--- config.mk ---
export PLATFORM = sky130hd
export DESIGN_NAME = mat_serialize
export DESIGN_NICKNAME = d
export VERILOG_FILES = /design/src/rtl/mat_serialize.sv
export SDC_FILE = /design/constraint.sdc
export NUM_CORES = 1
export LEC_CHECK = 0
export CORE_AREA = 2 2 78 99
export CTS_BUF_LIST = sky130_fd_sc_hd__clkbuf_8
export CTS_CLUSTER_SIZE = 30
export DETAILED_ROUTE_END_ITERATION = 16
export DIE_AREA = 0 0 80 101
export DONT_BUFFER_PORTS = 1
export PLACE_DENSITY = 0.47
export SLEW_MARGIN = 20
export SYNTH_ARGS = -nofsm -noshare
export SYNTH_HDL_FRONTEND = slang
export SYNTH_SLANG_ARGS = --single-unit
export TNS_END_PERCENT = 1
--- constraint.sdc ---
create_clock -name clk -period 1.8 [get_ports clk]
set_input_delay 0.36 -clock clk [delete_from_list [all_inputs] [get_ports clk]]
set_output_delay 0.36 -clock clk [all_outputs]
set_load 0.02 [all_outputs]
--- src/rtl/mat_serialize.sv ---
// ============================================================================
// mat_serialize
// Captures a flat row-major matrix in one cycle and streams it one element per
// valid/ready handshake with row/column tags and a last flag.
// Build option: define MAT_SERIALIZE_COL_MAJOR_EN for column-major emission.
// Revision: 1.0 - initial release
// ============================================================================
`default_nettype none

module mat_serialize #(
    parameter int ROWS  = 2,
    parameter int COLS  = 2,
    parameter int WIDTH = 8,
    localparam int ROW_W = (ROWS > 1) ? $clog2(ROWS) : 1,
    localparam int COL_W = (COLS > 1) ? $clog2(COLS) : 1
) (
    input  logic                        clk,
    input  logic                        reset,
    input  logic                        load,
    input  logic [ROWS*COLS*WIDTH-1:0]  mat_in,
    output logic                        load_ready,
    output logic [WIDTH-1:0]            out_data,
    output logic [ROW_W-1:0]            out_row,
    output logic [COL_W-1:0]            out_col,
    output logic                        out_last,
    output logic                        out_valid,
    input  logic                        out_ready,
    output logic                        busy
);

    localparam int N     = ROWS * COLS;
    localparam int IDX_W = (N > 1) ? $clog2(N) : 1;
    localparam logic [ROW_W-1:0] ROW_LAST = ROW_W'(ROWS - 1);
    localparam logic [COL_W-1:0] COL_LAST = COL_W'(COLS - 1);
    localparam logic             SINGLE   = (N == 1);

    generate
        if (ROWS < 1 || COLS < 1) begin : g_bad_dims
            $fatal(1, "mat_serialize: ROWS=%0d COLS=%0d, both must be >= 1", ROWS, COLS);
        end
    endgenerate

    typedef enum logic [0:0] {
        S_IDLE = 1'b0,
        S_SEND = 1'b1
    } state_t;

    state_t             r_state;
    logic [WIDTH-1:0]   r_mem [N];
    logic [ROW_W-1:0]   r_row;
    logic [COL_W-1:0]   r_col;
    logic [WIDTH-1:0]   r_data;
    logic               r_last;
    logic               r_valid;
    logic               r_load_ready;
    logic               r_busy;

    logic [ROW_W-1:0]   w_next_row;
    logic [COL_W-1:0]   w_next_col;
    logic [IDX_W-1:0]   w_next_idx;
    logic               w_final;
    logic               w_next_last;

    // Position of the element that follows the one currently presented.
    always_comb begin
        w_next_row = r_row;
        w_next_col = r_col;
`ifdef MAT_SERIALIZE_COL_MAJOR_EN
        if (r_row == ROW_LAST) begin
            w_next_row = '0;
            w_next_col = r_col + 1'b1;
        end else begin
            w_next_row = r_row + 1'b1;
        end
`else
        if (r_col == COL_LAST) begin
            w_next_col = '0;
            w_next_row = r_row + 1'b1;
        end else begin
            w_next_col = r_col + 1'b1;
        end
`endif
        w_final     = (r_row == ROW_LAST) && (r_col == COL_LAST);
        w_next_last = (w_next_row == ROW_LAST) && (w_next_col == COL_LAST);
        w_next_idx  = IDX_W'(int'(w_next_row) * COLS + int'(w_next_col));
    end

    always_ff @(posedge clk or posedge reset) begin
        if (reset) begin
            r_state      <= S_IDLE;
            for (int i = 0; i < N; i++) r_mem[i] <= '0;
            r_row        <= '0;
            r_col        <= '0;
            r_data       <= '0;
            r_last       <= 1'b0;
            r_valid      <= 1'b0;
            r_load_ready <= 1'b1;
            r_busy       <= 1'b0;
        end else begin
            case (r_state)
                S_IDLE: begin
                    if (load) begin
                        for (int i = 0; i < N; i++) r_mem[i] <= mat_in[i*WIDTH +: WIDTH];
                        r_row        <= '0;
                        r_col        <= '0;
                        r_data       <= mat_in[WIDTH-1:0];
                        r_last       <= SINGLE;
                        r_valid      <= 1'b1;
                        r_load_ready <= 1'b0;
                        r_busy       <= 1'b1;
                        r_state      <= S_SEND;
                    end
                end
                S_SEND: begin
                    if (out_ready) begin
                        if (w_final) begin
                            r_row        <= '0;
                            r_col        <= '0;
                            r_data       <= '0;
                            r_last       <= 1'b0;
                            r_valid      <= 1'b0;
                            r_load_ready <= 1'b1;
                            r_busy       <= 1'b0;
                            r_state      <= S_IDLE;
                        end else begin
                            r_row  <= w_next_row;
                            r_col  <= w_next_col;
                            r_data <= r_mem[w_next_idx];
                            r_last <= w_next_last;
                        end
                    end
                end
                default: r_state <= S_IDLE;
            endcase
        end
    end

    assign load_ready = r_load_ready;
    assign out_data   = r_data;
    assign out_row    = r_row;
    assign out_col    = r_col;
    assign out_last   = r_last;
    assign out_valid  = r_valid;
    assign busy       = r_busy;

endmodule

`default_nettype wire

==> impl_metrics.env <==
export IMPL_drv_cap=0
export IMPL_slew_viol_final=0
export IMPL_antennaDiodeCount=0
export IMPL_period_needed_ns=1.61
export IMPL_slew_headroom_pct=72.6
export IMPL_grt_max_degree=23
export IMPL_final_fill_count=762
export IMPL_areaGrowthSynthToFinish_pct=9.88
export IMPL_grt_pass1_wl_um=8600
export IMPL_die_x_um=80
export IMPL_cts_hold_buf=1
export IMPL_setup_viol=0
export IMPL_cts_repair_resized=0
export IMPL_synth_top_cells_by_area="dfrtp_1 52%, nand2_1 18%, mux4_2 4.1%"
export IMPL_grt_antenna_before_repair=0
export IMPL_synth_seq_cells=46
export IMPL_max_stage_delay_ns=0.41
export IMPL_fp_row_count=35
export IMPL_vias=1520
export IMPL_max_freq_ghz=0.620
export IMPL_start_util_pct=30.3
export IMPL_path_cells="buf_4 > ha_1 > or3b_4 > nor2_1 > o32a_1"
export IMPL_clock_path_buffers=2
export IMPL_crit_fanout=10
export IMPL_critPathCaptureType="flop"
export IMPL_syn_cell_area_sq_um=2180
export IMPL_tightestPinTransition_ns=0.411
export IMPL_leakage_nw=1.18
export IMPL_synth_edf_count=0
export IMPL_cp_start_kind="flop"
export IMPL_wl_per_cell_um=15.3
export IMPL_rsz0062_at_grt="no"
export IMPL_worstPathArrival_ns=1.84
export IMPL_hold_ws_ns=0.163
export IMPL_io_pins=50
export IMPL_synth_area_leader_cell="dfrtp_1"
export IMPL_drtIter0Drc=82
export IMPL_synth_flop_cell="dfrtp_1"
export IMPL_avgSynthCellArea_sq_um=9.47
export IMPL_fin_setup_tns_ns=0
export IMPL_final_cell_mix="102 x nand2_1, 44 x dfrtp_1, 10 x nor2_1, 10 x a21oi_1, 9 x nor2b_1"
export IMPL_ys_seq_area_share_pct=52.9
export IMPL_ir_worst_vdd_uv=696
export IMPL_viasPerCell=4.68
export IMPL_drtPass1Iterations=4
export IMPL_htree_levels=2
export IMPL_crit_path_top_delay_cell="dfrtp_2"
export IMPL_dieArea_sq_um=8080
export IMPL_ys_async_sr_fraction_pct=100
export IMPL_routed_wl_um=4970
export IMPL_routabilityCongestion=0.730
export IMPL_core_area_sq_um=7180
export IMPL_power_density_nw_per_um2=1930
export IMPL_drc_errors=0
export IMPL_cts_made_buffers=5
export IMPL_grtUsageTotal_pct=13.7
export IMPL_dpl_hpwl_um=3660
export IMPL_io_buffers=0
export IMPL_fin_nets=270
export IMPL_final_common_cell="nand2_1"
export IMPL_synth_top_cell_area_share_pct=51.7
export IMPL_detail_route_antenna_nets=0
export IMPL_clk_latency_ns=0.29
export IMPL_cts_root_buf="clkbuf_8"
export IMPL_hold_violations=0
export IMPL_synthesis_nets=268
export IMPL_syn_inst=230
export IMPL_holdCritPathClass="input port to flop"
export IMPL_clkSinkCount=46
export IMPL_multi_input_comb_area_sq_um=897
export IMPL_fin_skew_ns=0.00782
export IMPL_drive_gt1_share_pct=11.6
export IMPL_crit_type="flop to flop"
export IMPL_cts_tree="done"
export IMPL_finalCritPeriodShare_pct=89.7
export IMPL_grt_overflow_total=0
export IMPL_yosys_warnings=0
export IMPL_die_y_um=101
export IMPL_clk_pin_slew_ns=0.09
export IMPL_cts_setup_buffers=0
export IMPL_seqCellArea_sq_um=1150
export IMPL_outcome="finished, final reports clean"
export IMPL_synthDistinctLibCells=26
export IMPL_required_ns=2.03
export IMPL_final_core_util_pct=33.3
export IMPL_grt_pass1_vias=1698
cells in the mapped netlist (all sizes together), types with 2 or more instances:
master  count
nand2     102
dfrtp      45
buf        13
a21oi      10
nor2       10
nor2b       9
mux2i       8
a211oi      4
mux4        4
o21a        4
o32a        4
clkbuf      3
ha          2
inv         2
per-layer routing:
layer / share of wire (%) / global-route usage (%) / vias up
met3: 6.0 / 3.94 / 6
met5: 0 / 0 / -
met4: 1.5 / 4.30 / 0
li1: - / - / 752
met2: 49 / 23.7 / 36
met1: 43 / 16.4 / 726
path summary, 6_finish.rpt:
kind | startpoint | to | slack (ns) | cells after the start
max in group asynchronous | reset | load_ready$_DFFE_PP1P_ | 0.77 | 3
max | out_col$_DFFE_PP0P_ | out_data[5]$_DFFE_PP0P_ | 0.19 | 5
max reg2reg | out_col$_DFFE_PP0P_ | out_data[5]$_DFFE_PP0P_ | 0.19 | 5
min in group asynchronous | reset | r_mem[9]$_DFFE_PP0P_ | 0.46 | 2
min | mat_in[17] | r_mem[9]$_DFFE_PP0P_ | 0.16 | 2
min reg2reg | r_mem[27]$_DFFE_PP0P_ | r_mem[27]$_DFFE_PP0P_ | 0.48 | 2
logic make-up after synthesis:
family / after synthesis / synth area share, %
AOI/OAI and AO/OA: 26 / 8.28
adders and majority gates: 2 / 1.15
muxes: 12 / 7.82
buffers and inverters: 18 / 5.86
and+or+nand+nor: 126 / 24.0
DFF: 46 / 52.9
layout make-up:
| class | instances | area share, % |
|---|---|---|
| clock buffer | 5 | 2.88 |
| clock inverter | 3 | 1.67 |
| sequential | 46 | 48.2 |
| inverter | 2 | 0.314 |
| multi-input combinational | 166 | 37.5 |
| tap | 92 | 4.81 |
| timing repair buffer | 11 | 4.60 |
per-stage QoR:
| stage | total power [mW] | setup WS [ns] | area (sq um) | std cells |
|---|---|---|---|---|
| final | 4.61 | 0.186 | 2390 | 325 |
| after global routing | 5.03 | 0.0650 | 2390 | 325 |
| after CTS | 4.70 | 0.161 | 2390 | 325 |
| after detailed placement | 3.92 | 0.198 | 2270 | 316 |
| after global placement | 3.89 | 0.228 | 2270 | 316 |
| after floorplan | 3.53 | 0.00606 | 2180 | 230 |
sequential cells by signal (all words and copies together) (netlist names):
register,cells
r_mem,32
out_data,8
load_ready,1
out_col,1
out_last,1
out_row,1
out_valid,1
r_state,1
critical path: cells and delay by family, from the launching register on:
kind            cells  cell delay [ns]
simple gates        2             0.53
flops               1             0.41
fa+ha+maj           1             0.25
buf+inv             1             0.20
compound gates      1             0.16
where the power goes:
group,switching [mW],leakage (nW),internal [mW]
logic,0.930,0.556,0.892
clock network,0.352,0.0579,0.409
registers,0.486,0.563,1.54
total,1.77,1.18,2.84
(Power assumes the default switching activity.)
==> RTL change (config.mk and constraints unchanged) <==
Reset style: synchronous (`reset`), changed in one clocked block.
--- a/src/rtl/mat_serialize.sv
+++ b/src/rtl/mat_serialize.sv
@@ -86,5 +86,5 @@
     end
 
-    always_ff @(posedge clk or posedge reset) begin
+    always_ff @(posedge clk) begin
         if (reset) begin
             r_state      <= S_IDLE;
Check against the original RTL: differs if reset is asserted again (counterexample within 4 cycles, from zero or initial values and one cycle with reset high); with reset held inactive, the same outputs for 10 cycles.
==> RTL change against the original RTL <==
Synthesized cell count is 26% lower; sequential cell count stayed put; non-clock buffer count is 2 lower; area after synthesis is 1.9% lower; setup slack worse by 0.054 ns; routed wire length is 14% lower; clock skew is 0.0054 ns lower; final area is 2.5% lower.
Power is not compared: it rests on default switching activity, and its combinational part moved more than twofold at a synthesized area within 25%.
==> RTL change: results (changes against the original RTL) <==
Post-synthesis cell type count: 33 (+27%)
WL final: 4300 um (-14%)
Post-CTS Hold Fix Bufs: 0 (-1)
Layout cells sized above 1: 21.7% (+10 points)
Vias: 1284 (-16%)
Post-synth EDFFs: 32 (+32)
Critical path arrival: 1.87 ns (+0.03 ns)
Max reg flops: 32 (unchanged)
Slowest CP cell: and3b_1
Peak fanout along the critical path: 9 (-1)
PostCTS Resize Cnt: 0 (unchanged)
Internal: 1.59 mW
Post-Syn Area per Cell: 12.6 sq um (+33%)
DRT iter0 DRCs: 88 (+7.3%)
# fillers: 761 (-0.13%)
Sequential element share of the synthesized area: 58.1% (+5.2 points)
Status: finished clean
Slew headroom: 70.7% (-1.9 points)
Area contributors post-synth: edfxtp_1 45%, dfxtp_1 13%, and2_1 9.4%, mux2_2 8.4%, a211oi_1 2.8%
Synth async-reset ratio: 0% (-100 points)
Largest net degree at the start of global routing: 33 (+43%)
Hpwl dp: 3070 um (-16%)
Syn Nets: 208 (-22%)
CP Launch Point: out_col$_SDFFE_PP0P_
Total track usage: 11.1% (-2.7 points)
Placer Congestion: 0.748 (+2.4%)
First-pass GRT wire length: 6670 um (-22%)
Most common flop cell mapped by yosys: edfxtp_1
Worst Min Path Start: reset
Min-delay worst type: in -> reg
DP Worst Slack: 0.127 ns (-0.0708 ns)
Worst Clk Skew: 0.00240 ns (-0.00541 ns)
Top post-synthesis cells by count: 32 x and2_1, 32 x edfxtp_1, 16 x mux2_2
[RTL change: cell types whose count changed in the layout (fill, tap and decap cells not counted), sizes merged, moves of 9 or more]
cell,delta
and2,+32
nand2,-98
dfrtp,-45
mux2,+18
edfxtp,+32
dfxtp,+14
nor2b,-9
[RTL change: power by group through the flow]
stage | clock, mW | sequential, mW | combinational, mW
finish | 0.586 | 1.28 | 0.223
global route | 0.642 | 1.29 | 0.249
CTS | 0.606 | 1.28 | 0.227
detailed placement | 0 | 1.31 | 0.226
global placement | 0 | 1.30 | 0.220
floorplan | 0 | 1.29 | 0.189
[RTL change: stage by stage]
| stage | area, sq um | std cells |
|---|---|---|
| after floorplan | 2140 | 170 |
| after global placement | 2250 | 259 |
| after detailed placement | 2250 | 259 |
| after CTS | 2330 | 267 |
| after global routing | 2330 | 267 |
| final | 2330 | 267 |
[RTL change: final cells by class]
cell class | instances | area (sq um) | share of cell area (%)
clock buffers | 5 | 68.8 | 2.95
clock inverters | 3 | 12.5 | 0.536
inverters | 1 | 3.75 | 0.161
multi-input cells | 111 | 811 | 34.7
flip-flops and latches | 46 | 1240 | 53.2
well taps | 92 | 115 | 4.93
repair buffers | 9 | 80.1 | 3.43
[RTL change: per-layer routing]
metal	GRT usage [%]	vias up	wire length (um)
li1	-	618	-
met4	4.69	0	72
met3	3.67	6	284
met1	12.1	627	1680
met2	19.4	33	2260
met5	0	-	0
[RTL change: worst paths after layout]
| check | cells after the start | end | slack, ns |
|---|---|---|---|
| setup / recovery | 5 | out_data[4]$_SDFFE_PP0P_ | 0.13 |
| hold / removal | 1 | out_col$_SDFFE_PP0P_ | 0.12 |
| setup reg to reg | 5 | out_data[4]$_SDFFE_PP0P_ | 0.13 |
| hold reg to reg | 2 | out_row$_SDFFE_PP0P_ | 0.58 |
[RTL change: cell families after synthesis]
| logic type | synth area share [%] |
|---|---|
| AO/OA/AOI/OAI | 10.5 |
| multiplexers | 9.67 |
| flip-flops | 58.1 |
| adder cells (fa/ha/maj) | 1.17 |
| XOR/XNOR | 0.410 |
| buffers and inverters | 3.92 |
| AND/OR/NAND/NOR | 16.2 |
